File: src/rtl/traffic_input_cond_if.sv
// Bus between the traffic-light input conditioning stage and its controller.
//   key_n     : raw active-low pushbutton (into the conditioner)
//   ack       : single-cycle acknowledge from the controller, clears ped_req
//   tick      : one-cycle 1 s timebase enable
//   key_level : debounced button level, 1 = pressed
//   ped_req   : latched pedestrian request
//   req_count : saturating count of accepted presses
// The slave modport is the conditioner, the master modport is the controller side.
interface traffic_input_cond_if #(
  parameter int unsigned CNT_W = 8
);
  logic             key_n;
  logic             ack;
  logic             tick;
  logic             key_level;
  logic             ped_req;
  logic [CNT_W-1:0] req_count;

  modport master (
    output key_n,
    output ack,
    input  tick,
    input  key_level,
    input  ped_req,
    input  req_count
  );

  modport slave (
    input  key_n,
    input  ack,
    output tick,
    output key_level,
    output ped_req,
    output req_count
  );
endinterface

File: src/rtl/traffic_input_cond.sv
// Upstream conditioning stage for the traffic-light controller.
// Generates a one-cycle timebase enable every TICK_DIV clocks, debounces the
// asynchronous pedestrian pushbutton, latches the request until the
// controller acknowledges it, and counts accepted presses (saturating).
// Ports:
//   CLOCK_50 : system clock, all state updates on its rising edge
//   rst      : synchronous active-high reset
//   bus      : traffic_input_cond_if.slave (key_n, ack in; tick, key_level,
//              ped_req, req_count out)
module traffic_input_cond #(
  parameter int unsigned TICK_DIV  = 50000000,
  parameter int unsigned DB_CYCLES = 1000000,
  parameter int unsigned CNT_W     = 8
) (
  input  logic                 CLOCK_50,
  input  logic                 rst,
  traffic_input_cond_if.slave  bus
);

  localparam int unsigned DIV_W = $clog2(TICK_DIV);
  localparam int unsigned DB_W  = (DB_CYCLES > 1) ? $clog2(DB_CYCLES) : 1;

  localparam logic [DIV_W-1:0] DIV_LAST = DIV_W'(TICK_DIV - 1);
  localparam logic [DB_W-1:0]  DB_LAST  = DB_W'(DB_CYCLES - 1);
  localparam logic [CNT_W-1:0] CNT_MAX  = '1;

  typedef enum logic [1:0] {
    RELEASED,
    PRESS_WAIT,
    PRESSED,
    RELEASE_WAIT
  } db_state_e;

  db_state_e        state_q, state_d;
  logic [DB_W-1:0]  db_cnt_q, db_cnt_d;

  logic [DIV_W-1:0] div_q, div_d;
  logic             tick_q, tick_d;
  logic             sync1_q, sync1_d;
  logic             sync2_q, sync2_d;
  logic             key_level_q, key_level_d;
  logic             ped_req_q, ped_req_d;
  logic [CNT_W-1:0] req_count_q, req_count_d;

  logic             s;
  logic             press;

  // Synchronized, active-high view of the button.
  assign s = ~sync2_q;

  // Divider and synchronizer next state. tick is registered from div_d so it
  // is high exactly while div_q sits at its last value.
  always_comb begin
    div_d   = (div_q == DIV_LAST) ? '0 : div_q + DIV_W'(1);
    tick_d  = (div_d == DIV_LAST);
    sync1_d = bus.key_n;
    sync2_d = sync1_q;
  end

  // Debounce state register.
  always_ff @(posedge CLOCK_50) begin
    if (rst) begin
      state_q  <= RELEASED;
      db_cnt_q <= '0;
    end else begin
      state_q  <= state_d;
      db_cnt_q <= db_cnt_d;
    end
  end

  // Debounce next state. The counter defaults to zero so every state entry,
  // and every cycle spent in a stable state, starts a fresh window.
  always_comb begin
    state_d  = state_q;
    db_cnt_d = '0;
    case (state_q)
      RELEASED: begin
        if (s) state_d = PRESS_WAIT;
      end
      PRESS_WAIT: begin
        if (!s)                      state_d = RELEASED;
        else if (db_cnt_q == DB_LAST) state_d = PRESSED;
        else                         db_cnt_d = db_cnt_q + DB_W'(1);
      end
      PRESSED: begin
        if (!s) state_d = RELEASE_WAIT;
      end
      RELEASE_WAIT: begin
        if (s)                        state_d = PRESSED;
        else if (db_cnt_q == DB_LAST) state_d = RELEASED;
        else                          db_cnt_d = db_cnt_q + DB_W'(1);
      end
      default: state_d = RELEASED;
    endcase
  end

  // Debounce outputs. Only an accepted press produces an event; key_level is
  // registered from the next state so it follows the state register exactly.
  always_comb begin
    press       = (state_q == PRESS_WAIT) && (state_d == PRESSED);
    key_level_d = (state_d == PRESSED) || (state_d == RELEASE_WAIT);
  end

  // Request latch and press counter. A new press wins over a same-cycle ack.
  always_comb begin
    ped_req_d   = ped_req_q;
    req_count_d = req_count_q;
    if (press)        ped_req_d = 1'b1;
    else if (bus.ack) ped_req_d = 1'b0;
    if (press && (req_count_q != CNT_MAX)) req_count_d = req_count_q + CNT_W'(1);
  end

  // Datapath registers. Synchronizer flops reset to the released level.
  always_ff @(posedge CLOCK_50) begin
    if (rst) begin
      div_q       <= '0;
      tick_q      <= 1'b0;
      sync1_q     <= 1'b1;
      sync2_q     <= 1'b1;
      key_level_q <= 1'b0;
      ped_req_q   <= 1'b0;
      req_count_q <= '0;
    end else begin
      div_q       <= div_d;
      tick_q      <= tick_d;
      sync1_q     <= sync1_d;
      sync2_q     <= sync2_d;
      key_level_q <= key_level_d;
      ped_req_q   <= ped_req_d;
      req_count_q <= req_count_d;
    end
  end

  assign bus.tick      = tick_q;
  assign bus.key_level = key_level_q;
  assign bus.ped_req   = ped_req_q;
  assign bus.req_count = req_count_q;

endmodule

File: src/flat_wrapper.sv
// flat-port wrapper written by rule: the top's interface ports become plain ports
module traffic_input_cond_flat 
#(
  parameter int unsigned TICK_DIV  = 50000000,
  parameter int unsigned DB_CYCLES = 1000000,
  parameter int unsigned CNT_W     = 8
)
  (CLOCK_50, rst, bus_key_n, bus_ack, bus_tick, bus_key_level, bus_ped_req, bus_req_count);
  traffic_input_cond_if #(.CNT_W(CNT_W)) bus_i ();
  input  logic CLOCK_50;
  input  logic rst;
  input wire logic [$bits(bus_i.key_n)-1:0] bus_key_n;
  input wire logic [$bits(bus_i.ack)-1:0] bus_ack;
  output wire logic [$bits(bus_i.tick)-1:0] bus_tick;
  output wire logic [$bits(bus_i.key_level)-1:0] bus_key_level;
  output wire logic [$bits(bus_i.ped_req)-1:0] bus_ped_req;
  output wire logic [$bits(bus_i.req_count)-1:0] bus_req_count;
  assign bus_i.key_n = bus_key_n;
  assign bus_i.ack = bus_ack;
  assign bus_tick = bus_i.tick;
  assign bus_key_level = bus_i.key_level;
  assign bus_ped_req = bus_i.ped_req;
  assign bus_req_count = bus_i.req_count;
  traffic_input_cond #(.TICK_DIV(TICK_DIV), .DB_CYCLES(DB_CYCLES), .CNT_W(CNT_W)) u_core (.CLOCK_50(CLOCK_50), .rst(rst), .bus(bus_i));
endmodule
File: config.mk
export PLATFORM = sky130hd
export DESIGN_NAME = traffic_input_cond_flat
export DESIGN_NICKNAME = d
export VERILOG_FILES = /design/src/rtl/traffic_input_cond_if.sv /design/src/rtl/traffic_input_cond.sv /design/src/flat_wrapper.sv
export SDC_FILE = /design/constraint.sdc
export NUM_CORES = 1
export LEC_CHECK = 0
export BUFFER_PORTS_ARGS = -buffer_cell sky130_fd_sc_hd__buf_2
export CAP_MARGIN = 5
export CORE_MARGIN = 3
export CORE_UTILIZATION = 65
export DETAILED_ROUTE_END_ITERATION = 10
export PLACE_DENSITY_LB_ADDON = 0.08
export RECOVER_POWER = 25
export SYNTH_ARGS = -nofsm -noshare
export SYNTH_HDL_FRONTEND = slang
export SYNTH_SLANG_ARGS = --single-unit
File: constraint.sdc
create_clock -name CLOCK_50 -period 3.2 [get_ports CLOCK_50]
set_input_delay 0.32 -clock CLOCK_50 [delete_from_list [all_inputs] [get_ports CLOCK_50]]
set_output_delay 0.32 -clock CLOCK_50 [all_outputs]
set_load 0.01 [all_outputs]
==> summary.txt, run 1 <==
STA
  – Final worst path period share: 80.0%
  – Final setup TNS: 0 ns
  – Slew Viols, Final: 0
  – Fin. Hold Viols: 0
  – Worst setup margin: 0.640 ns
  – Final min period: 2.56 ns
  – Clk_skew: approximately 0.008 ns
  – Rel. slew slack: 46.9%
  – F_max: 0.391 GHz
  – Worst slew pin tran: 0.789 ns
  – Endpoints failing setup: 0
  – RSZ-0062 raised after global routing: false

Floorplan
  – DIE HEIGHT: approximately 72 microns
  – Core area: 4120 sq um
  – Std cell rows: 23
  – Die area: 5240 sq um
  – Starting density of the core: slightly below 70%
  – IO Count: 15
  – Chip Width: 72.4 microns

Setup path
  – CP bufs+invs: 0
  – Crit Reg-Reg Startpoint: u_core.db_cnt_q[8]$_SDFF_PP0_
  – Crit path arrival time: 2.76 ns
  – Startpoint Class: flop
  – CP cell instances: or4b_4 > nor4_1 > nand4_4 > nor4_1 > xnor2_1 > nor2_1
  – Worst r2r dst: u_core.bus.req_count[5]$_SDFFE_PP0P_
  – Critical path endpoint category: flop
  – Worst path max stage delay: about 0.7 ns
  – Slowest CP cell: nor4_1
  – Critical path class: flop to flop
  – CP most frequent cell: nor4_1
  – Worst Path Max Fanout: 9
  – Family with the most delay on the worst path: simple AND/OR/NAND/NOR gates
  – Worst EP required: around 3.4 ns
  – Reg2reg path depth: 6
  – Setup slack, reg-to-reg: 0.64 ns

Placed design
  – RD Place Congestion: between 0.8 and 0.9
  – Post-DP HPWL: 3760 microns
  – Worst slack at placement: about 0.88 ns
  – Count of input and output buffers: 14
  – Placed insts: 389

Yosys
  – Post-Syn Area: 2870 sq um
  – Syn_area_per_cell: around 8.5 sq um
  – Warnings from Yosys: 0
  – Yosys cell types: 38
  – Syn Nets: 344
  – Sequential share of the synthesized area: between 40% and 50%
  – Synth Register Bits: 61
  – Syn Inst Count: between 300 and 400

Layout
  – Final non-filler cell total: about 400
  – Most common cell after layout, fill and taps aside: nor2_1
  – Post-layout nets: ~360
  – Layout cell share with drive strength beyond 1: 7.32%
  – Area delta synth->final: 9.78%
  – Commonest cells after routing, fill and taps aside: 66 x nor2_1, 61 x dfxtp_1, 30 x xnor2_1
  – # diodes: 0

GRT
  – GRT Util Overall: 21.9%
  – Largest net degree at the start of global routing: 24
  – Global-route wire length before repair: 8960 microns
  – Vias in the first global route: ~2000
  – Antenna violations before repair: 0
  – Total global routing overflow: 0

Routing
  – Antenna Nets Post-Route: 0
  – DR DRC count: 0
  – Starting DRT DRC Count: 169
  – Post-Route WL: 5410 microns
  – Detail-routed net length per standard cell: 13.4 microns
  – Total number of vias: 2292
  – First-pass iteration count of the detailed router: 4
  – Routed vias/inst: 5.66

Power
  – PD cells: between 500 and 600 nW/um^2
  – P_leak: 0.00106 uW
  – Worst VDD drop: between 0.4 and 0.5 mV

Run
  – Max-cap violations: 0

Hold path
  – Worst Hold End: u_core.sync1_q$_SDFF_PP1_
  – Hold path start: bus_key_n
  – Hold Crit Class: primary input to flop
  – Worst hold path depth: 2

Run status
  – Outcome: finished clean

CTS
  – Worst-path clk slew: 0.07 ns
  – CTS tree: done
  – Post CTS Setup Buffer Count: 0
  – Max clock buf depth: 2
  – Cts repair resizes: 0
  – Clk sinks: 61
  – CTS H-Tree Depth: 3
  – Root Driver: clkbuf_8
  – CTS buffer count: 9
  – Clock latency on the worst-skew pair: approximately 0.33 ns
  – Cts hold-fix bufs: 0
## Yosys cell counts (all sizes together)
library cell   n  share of area (%)
a21oi          7                1.2
dfxtp         61                 43
nor3           4               0.70
nor3b          2               0.52
maj3           1               0.35
clkbuf         7                1.3
and2           6                1.3
xnor2         30                9.2
o31ai          1               0.26
or2            4               0.87
or4            3               0.79
nor4          11                2.9
ha             3                1.3
buf            4               0.70
xor2          20                6.1
and3          12                2.7
o211ai         1               0.26
nand3b         1               0.26
and4           5                1.5
nand3         25                4.4
nor4b          3               0.92
nand2         26                3.4
nand4b         2               0.61
nor2          66                8.6
or4b           1               0.48
nand2b         4               0.87
a31oi          1               0.22
nand4          6                1.8
or3            1               0.22
inv            6               0.79
a211oi         1               0.26
o21ai          8                1.4
dlymetal6s2s   1               0.44
nor2b          3               0.66
## kinds of logic after synthesis
family                   count (synthesis)  synth area share [%]
XOR/XNOR                                50                  15.3
adder cells (fa/ha/maj)                  4                  1.66
flip-flops                              61                  42.6
AND/OR/NAND/NOR                        185                  33.6
AO/OA/AOI/OAI                           19                  3.62
buffers and inverters                   18                  3.19
## stage by stage
stage / area (sq um) / utilization, % / total power, uW / hold WS, ns
detailed placement: 2930 / 71.2 / 806 / 0.417
CTS: 3180 / 77.2 / 1640 / 0.163
global route: 3150 / 76.4 / 1670 / 0.172
floorplan: 2870 / - / 802 / 0.389
finish: 3150 / 76.4 / 1620 / 0.176
global placement: 2930 / 71.2 / 805 / 0.405
## sequential cells by signal (all words and copies together) (netlist names)
signal                cells
u_core.bus.key_level      1
u_core.sync2_q            1
u_core.state_q            2
u_core.db_cnt_q          20
u_core.bus.req_count      8
u_core.div_q             26
u_core.bus.tick           1
u_core.bus.ped_req        1
u_core.sync1_q            1
## final cells by class
class / count / area (sq um)
clock buffer: 10 / 138
multi-input combinational: 258 / 1540
inverter: 6 / 22.5
tap: 50 / 62.6
clock inverter: 6 / 109
timing repair buffer: 14 / 55.1
sequential: 61 / 1220
fill: 309 / 970
## power breakdown
| group | leakage, uW | switching (uW) | total (uW) | internal [uW] |
|---|---|---|---|---|
| logic | 0.000441 | 13.0 | 19.6 | 6.53 |
| clock network | 0.000127 | 296 | 834 | 538 |
| registers | 0.000492 | 4.60 | 768 | 764 |
## worst max path at each step
stage | start | endpoint | slack (ns) | cells past startpoint
after floorplan | u_core.div_q[0]$_SDFF_PP0_ | u_core.bus.tick$_SDFF_PP0_ | 1.08 | 8
final | u_core.db_cnt_q[8]$_SDFF_PP0_ | u_core.bus.req_count[5]$_SDFFE_PP0P_ | 0.64 | 6
after global routing | u_core.db_cnt_q[8]$_SDFF_PP0_ | u_core.bus.req_count[4]$_SDFFE_PP0P_ | 0.43 | 6
after CTS | u_core.div_q[0]$_SDFF_PP0_ | u_core.bus.tick$_SDFF_PP0_ | 0.85 | 7
after detailed placement | u_core.div_q[0]$_SDFF_PP0_ | u_core.bus.tick$_SDFF_PP0_ | 0.88 | 7
after global placement | u_core.div_q[0]$_SDFF_PP0_ | u_core.bus.tick$_SDFF_PP0_ | 0.94 | 7
## worst register-to-register path, delay by kind of cell, from the launching register on
family	cells	cell delay, ns
flops	1	0.35
simple gates	5	1.92
xor+xnor	1	0.16
## layer usage
layer / share of wire, % / vias to the layer above / GRT usage [%]
li1: - / 1169 / -
met1: 49 / 1061 / 28.9
met2: 45 / 53 / 34.4
met3: 4.5 / 9 / 4.16
met4: 1.5 / 0 / 10.5
met5: 0 / - / 0
No activity file was read; power rests on OpenSTA's default activity.
==> inputs of run 2 (changes only) <==
CORE_UTILIZATION = 54   (was 65)
clock period = 2.2 ns   (was 3.2 ns; I/O delays follow)
==> run 2 against run 1 <==
  * Critical path depth is 1 higher
  * Design area is 4.0% higher
  * Wire length is 3.6% higher
  * Maximum frequency is 22% higher
  * Largest cell class unchanged
  * Highest routed layer unchanged
==> summary.txt, run 2 (same netlist as run 1, synthesis figures left out) <==
Power
  – P_leak: 0.00112 uW (+5.9%)
  – Worst VDD drop: 0.552 mV (+23%)
  – PD cells: 603 nW/um^2 (+17%)

Floorplan
  – Chip Width: 78.8 microns (+8.9%)
  – Core area: 4910 sq um (+19%)
  – Die area: 6220 sq um (+19%)
  – DIE HEIGHT: 78.8 microns (+8.9%)
  – IO Count: 15 (unchanged)
  – Starting density of the core: 58.3% (-11 points)
  – Std cell rows: 25 (+8.7%)

Setup path
  – Slowest CP cell: or4_1
  – Critical path class: flop to flop
  – Worst path max stage delay: 0.55 ns (-0.15 ns)
  – Worst EP required: 2.43 ns (-0.97 ns)
  – CP cell instances: ha_4 > and4_4 > nand4_1 > or4_1 > o21ai_0 > nand3_1 > nor4b_1
  – Crit path arrival time: 2.34 ns (-0.42 ns)
  – Startpoint Class: flop
  – Worst r2r dst: u_core.bus.tick$_SDFF_PP0_
  – CP bufs+invs: 0 (unchanged)
  – Worst Path Max Fanout: 5 (-4)
  – Reg2reg path depth: 7 (+1)
  – Critical path endpoint category: flop
  – Crit Reg-Reg Startpoint: u_core.div_q[1]$_SDFF_PP0_
  – Setup slack, reg-to-reg: 0.1 ns (-0.54 ns)
  – Family with the most delay on the worst path: simple AND/OR/NAND/NOR gates

GRT
  – Total global routing overflow: 0 (unchanged)
  – Largest net degree at the start of global routing: 21 (-13%)
  – GRT Util Overall: 19.7% (-2.2 points)
  – Global-route wire length before repair: 9740 microns (+8.8%)
  – Antenna violations before repair: 0 (unchanged)
  – Vias in the first global route: 2189 (+7.8%)

Hold path
  – Worst hold path depth: 2 (unchanged)
  – Hold Crit Class: primary input to flop
  – Hold path start: bus_key_n
  – Worst Hold End: u_core.sync1_q$_SDFF_PP1_

Routing
  – First-pass iteration count of the detailed router: 5 (+1)
  – Detail-routed net length per standard cell: 12.8 microns (-4.0%)
  – Starting DRT DRC Count: 99 (-41%)
  – Post-Route WL: 5610 microns (+3.6%)
  – Antenna Nets Post-Route: 0 (unchanged)
  – DR DRC count: 0 (unchanged)
  – Total number of vias: 2305 (+0.57%)
  – Routed vias/inst: 5.27 (-6.8%)

Layout
  – Commonest cells after routing, fill and taps aside: 65 x nor2_1, 61 x dfxtp_1, 30 x xnor2_1
  – Biggest register: u_core.div_q
  – Final non-filler cell total: 437 (+7.9%)
  – Area delta synth->final: 14.1%
  – Post-layout nets: 373 (+4.5%)
  – # diodes: 0 (unchanged)
  – Layout cell share with drive strength beyond 1: 12.7% (+5.4 points)
  – Most common cell after layout, fill and taps aside: nor2_1
  – Max reg flops: 26 (unchanged)

STA
  – Final setup TNS: 0 ns (unchanged)
  – Clk_skew: 0.00505 ns (-0.00297 ns)
  – WHS: 0.0898 ns (-0.0863 ns)
  – Rel. slew slack: 59.8% (+13 points)
  – Worst slew pin tran: 0.600 ns (-0.189 ns)
  – Final worst path period share: 95.6% (+16 points)
  – Endpoints failing setup: 0 (unchanged)
  – F_max: 0.475 GHz (+22%)
  – Final min period: 2.10 ns (-0.456 ns)
  – Fin. Hold Viols: 0 (unchanged)
  – Slew Viols, Final: 0 (unchanged)

CTS
  – Max clock buf depth: 2 (unchanged)
  – CTS tree: done
  – CTS buffer count: 9 (unchanged)
  – Cts hold-fix bufs: 0 (unchanged)
  – Clock latency on the worst-skew pair: 0.33 ns (about the same)
  – Worst-path clk slew: 0.06 ns (about the same)
  – Root Driver: clkbuf_8
  – CTS H-Tree Depth: 3 (unchanged)
  – Clk sinks: 61 (unchanged)

Placed design
  – Count of input and output buffers: 14 (unchanged)
  – RD Place Congestion: 0.824 (-7.8%)
  – Post-DP HPWL: 3920 microns (+4.3%)
  – Placed insts: 422 (+8.5%)

Run
  – Max-cap violations: 0 (unchanged)

Run status
  – Outcome: finished clean
## run 2: changes by cell type in the layout (fill, tap and decap cells not counted), sizes merged
cell,delta
bufinv,-3
inv,-1
buf,+17
clkbuf,+2
## run 2: layout make-up
cell class | instances | area (sq um)
Multi-Input combinational cell | 258 | 1600
Sequential cell | 61 | 1220
Clock buffer | 13 | 149
Fill cell | 428 | 1640
Timing Repair Buffer | 30 | 189
Clock inverter | 2 | 10.0
Tap cell | 67 | 83.8
Inverter | 6 | 22.5
## run 2: metrics by stage
| step | total power, uW | area [sq um] | utilization (%) | worst slack [ns] |
|---|---|---|---|---|
| 2_1_floorplan | 1170 | 2870 | - | 0.0776 |
| 3_3_place_gp | 1180 | 3080 | 62.8 | 0.0841 |
| 3_5_place_dp | 1180 | 3080 | 62.8 | 0.0503 |
| 4_1_cts | 2000 | 3240 | 66.0 | 0.0537 |
| 5_1_grt | 2050 | 3270 | 66.6 | -0.00659 |
| 6_report | 1970 | 3270 | 66.6 | 0.0962 |
## run 2: worst max-delay path by stage
stage                                         from                                   end  slack (ns)  cells after the start
floorplan               u_core.div_q[0]$_SDFF_PP0_            u_core.bus.tick$_SDFF_PP0_        0.08                      8
global placement    u_core.db_cnt_q[11]$_SDFF_PP0_  u_core.bus.req_count[7]$_SDFFE_PP0P_        0.08                      6
detailed placement      u_core.div_q[1]$_SDFF_PP0_            u_core.bus.tick$_SDFF_PP0_        0.05                      7
CTS                 u_core.db_cnt_q[11]$_SDFF_PP0_  u_core.bus.req_count[7]$_SDFFE_PP0P_        0.05                      6
global route         u_core.db_cnt_q[0]$_SDFF_PP0_  u_core.bus.req_count[7]$_SDFFE_PP0P_      -0.007                      7
finish                  u_core.div_q[1]$_SDFF_PP0_            u_core.bus.tick$_SDFF_PP0_         0.1                      7
## run 2: where the power goes
| group | internal [uW] | switching, uW |
|---|---|---|
| Combinational | 16.6 | 22.3 |
| Clock | 430 | 385 |
| Sequential | 1110 | 7.26 |
| Total | 1560 | 415 |
## run 2: repair_timing
| item | in CTS | in global routing |
|---|---|---|
| setup buffers | 0 | 0 |
| hold endpoints to repair | 0 | 0 |
| gates resized for setup | 0 | 9 |
| setup endpoints to repair | 0 | 6 |
## run 2: per-layer routing
| metal | up-vias | track usage, % | share of wire (%) |
|---|---|---|---|
| met5 | - | 0 | 0 |
| met4 | 0 | 7.04 | 0.86 |
| met3 | 6 | 7.37 | 5.4 |
| met2 | 42 | 30.6 | 44 |
| met1 | 1055 | 25.0 | 50 |
| li1 | 1202 | - | - |
==> inputs of run 3 (changes only) <==
CORE_MARGIN = not set   (was 3)
==> run 3 against run 2 <==
  * Design area up 3.4%
  * Die area is 9.9% lower
  * Combinational power is 8.5% higher
  * Critical path type unchanged
  * Via count is 3.5% higher
  * Clock power grew 36%
  * Core utilization is 0.38 points lower
  * Hold slack worse by 0.026 ns
  * Critical path depth did not move
  * Wire length rose by 2.9%
  * Sequential share of layout area decreased by 1.2 points
  * Non-clock buffer count up 4
==> summary.txt, run 3 (same netlist as run 1, synthesis figures left out) <==
CTS
  – Max clock buf depth: 2 (unchanged)
  – Root Driver: clkbuf_8
  – Clock latency on the worst-skew pair: 0.34 ns (about the same)
  – CTS H-Tree Depth: 3 (unchanged)
  – Worst-path clk slew: 0.07 ns (about the same)
  – Cts hold-fix bufs: 0 (unchanged)
  – Clk sinks: 61 (unchanged)
  – CTS buffer count: 9 (unchanged)
  – CTS tree: done

STA
  – F_max: 0.468 GHz (-1.6%)
  – Clk_skew: 0.0138 ns (+0.00872 ns)
  – Final setup TNS: 0 ns (unchanged)
  – Endpoints failing setup: 0 (unchanged)
  – Final worst path period share: 97.2% (+1.6 points)
  – Fin. Hold Viols: 0 (unchanged)
  – Rel. slew slack: 51.1% (-8.7 points)
  – Slew Viols, Final: 0 (unchanged)
  – Worst slew pin tran: 0.731 ns (+0.131 ns)
  – Final min period: 2.14 ns (+0.0345 ns)
  – Worst setup margin: 0.0617 ns (-0.0345 ns)

Power
  – PD cells: 670 nW/um^2 (+11%)
  – Worst VDD drop: 0.394 mV (-29%)
  – P_leak: 0.00116 uW (+3.7%)

Routing
  – Met2 wire length: 2620 microns (+6.1%)
  – Top layer in use: met4
  – Metal-1 WL: 2900 microns (+4.3%)
  – Total number of vias: 2385 (+3.5%)
  – WL met3: 145 microns (-52%)
  – First-pass iteration count of the detailed router: 5 (unchanged)
  – Routed vias/inst: 5.35 (+1.4%)
  – Starting DRT DRC Count: 115 (+16%)
  – DR DRC count: 0 (unchanged)
  – Detail-routed net length per standard cell: 12.9 microns (+0.80%)
  – Antenna Nets Post-Route: 0 (unchanged)
  – Post-Route WL: 5770 microns (+2.9%)

Layout
  – Most common cell after layout, fill and taps aside: nor2_1
  – Biggest register: u_core.div_q
  – Final design utilization: 66.2% (-0.38 points)
  – Area delta synth->final: 18.0%
  – # diodes: 0 (unchanged)
  – Fillers: 472 (+10%)
  – Layout cell share with drive strength beyond 1: 14.4% (+1.7 points)
  – Post-layout nets: 378 (+1.3%)
  – Max reg flops: 26 (unchanged)
  – Commonest cells after routing, fill and taps aside: 66 x nor2_1, 60 x dfxtp_1, 30 x xnor2_1
  – Design Area, Final: 3380 sq um (+3.4%)
  – Final non-filler cell total: 446 (+2.1%)

Setup path
  – Critical path endpoint category: flop
  – Critical path class: flop to flop
  – Crit path arrival time: 2.36 ns (+0.02 ns)
  – Worst Path Max Fanout: 5 (unchanged)
  – Startpoint Class: flop
  – Worst EP required: 2.42 ns (about the same)

Placed design
  – Placed cell areas: 3090 sq um (+0.37%)
  – RD Place Congestion: 0.806 (-2.1%)
  – Worst slack at placement: 0.0450 ns (-0.00526 ns)
  – Count of input and output buffers: 14 (unchanged)
  – Placed insts: 426 (+0.95%)
  – Post-DP HPWL: 4030 microns (+2.8%)

GRT
  – Largest net degree at the start of global routing: 21 (unchanged)
  – Antenna violations before repair: 0 (unchanged)
  – GRT Util Overall: 22.3% (+2.6 points)
  – Global-route wire length before repair: 9360 microns (-4.0%)
  – Total global routing overflow: 0 (unchanged)
  – Vias in the first global route: 2117 (-3.3%)

Run
  – Max-cap violations: 0 (unchanged)

Floorplan
  – DIE HEIGHT: 74.8 microns (-5.1%)
  – Die area: 5600 sq um (-9.9%)
  – Starting density of the core: 56.1% (-2.2 points)
  – Core area: 5110 sq um (+4.0%)
  – Chip Width: 74.8 microns (-5.1%)
  – IO Count: 15 (unchanged)
  – Std cell rows: 26 (+4.0%)

Run status
  – Outcome: finished clean

Hold path
  – Hold Crit Class: primary input to flop
## run 3: routing by layer
metal	up-vias	global-route usage, %
li1	1212	-
met2	36	36.4
met3	11	4.42
met4	0	9.43
met1	1126	28.7
met5	-	0
## run 3: stage by stage
| stage | hold WS, ns | power [uW] |
|---|---|---|
| after floorplan | 0.324 | 1170 |
| after global placement | 0.398 | 1180 |
| after detailed placement | 0.398 | 1180 |
| after CTS | 0.0511 | 2290 |
| after global routing | 0.0734 | 2350 |
| final | 0.0634 | 2270 |
## run 3: worst paths after layout
kind                             startpoint                              endpoint  slack [ns]  cells after the start
max reg2reg  u_core.db_cnt_q[11]$_SDFF_PP0_  u_core.bus.req_count[5]$_SDFFE_PP0P_        0.06                      7
max          u_core.db_cnt_q[11]$_SDFF_PP0_  u_core.bus.req_count[5]$_SDFFE_PP0P_        0.06                      7
min                               bus_key_n             u_core.sync1_q$_SDFF_PP1_        0.06                      2
min reg2reg       u_core.sync1_q$_SDFF_PP1_             u_core.sync2_q$_SDFF_PP1_        0.41                      1
## run 3: what timing repair did
| action | CTS | global route |
|---|---|---|
| endpoints found under the setup margin | 0 | 6 |
| gates resized for setup | 0 | 10 |
| buffers inserted | 0 | 3 |
## run 3: area by class of cell
cell class | count | area (sq um) | share of cell area [%]
multi-input combinational | 259 | 1620 | 47.8
tap | 70 | 87.6 | 2.59
clock inverter | 7 | 98.8 | 2.92
timing repair buffer | 34 | 211 | 6.25
clock buffer | 9 | 124 | 3.66
inverter | 6 | 22.5 | 0.666
sequential | 61 | 1220 | 36.1
## run 3: power breakdown
part | total, uW | leakage [uW] | switching, uW | internal, uW
registers | 1110 | 0.000493 | 4.42 | 1110
logic | 42.1 | 0.000561 | 24.4 | 17.7
clock network | 1110 | 0.000110 | 467 | 643
## run 3: critical path, cell delays in order (launching register included)
cell,delay [ns]
dfxtp_1,0.34
or4b_4,0.53
nor4_4,0.27
buf_4,0.17
nand4_4,0.15
nor4_2,0.36
xnor2_1,0.16
nor2_1,0.05
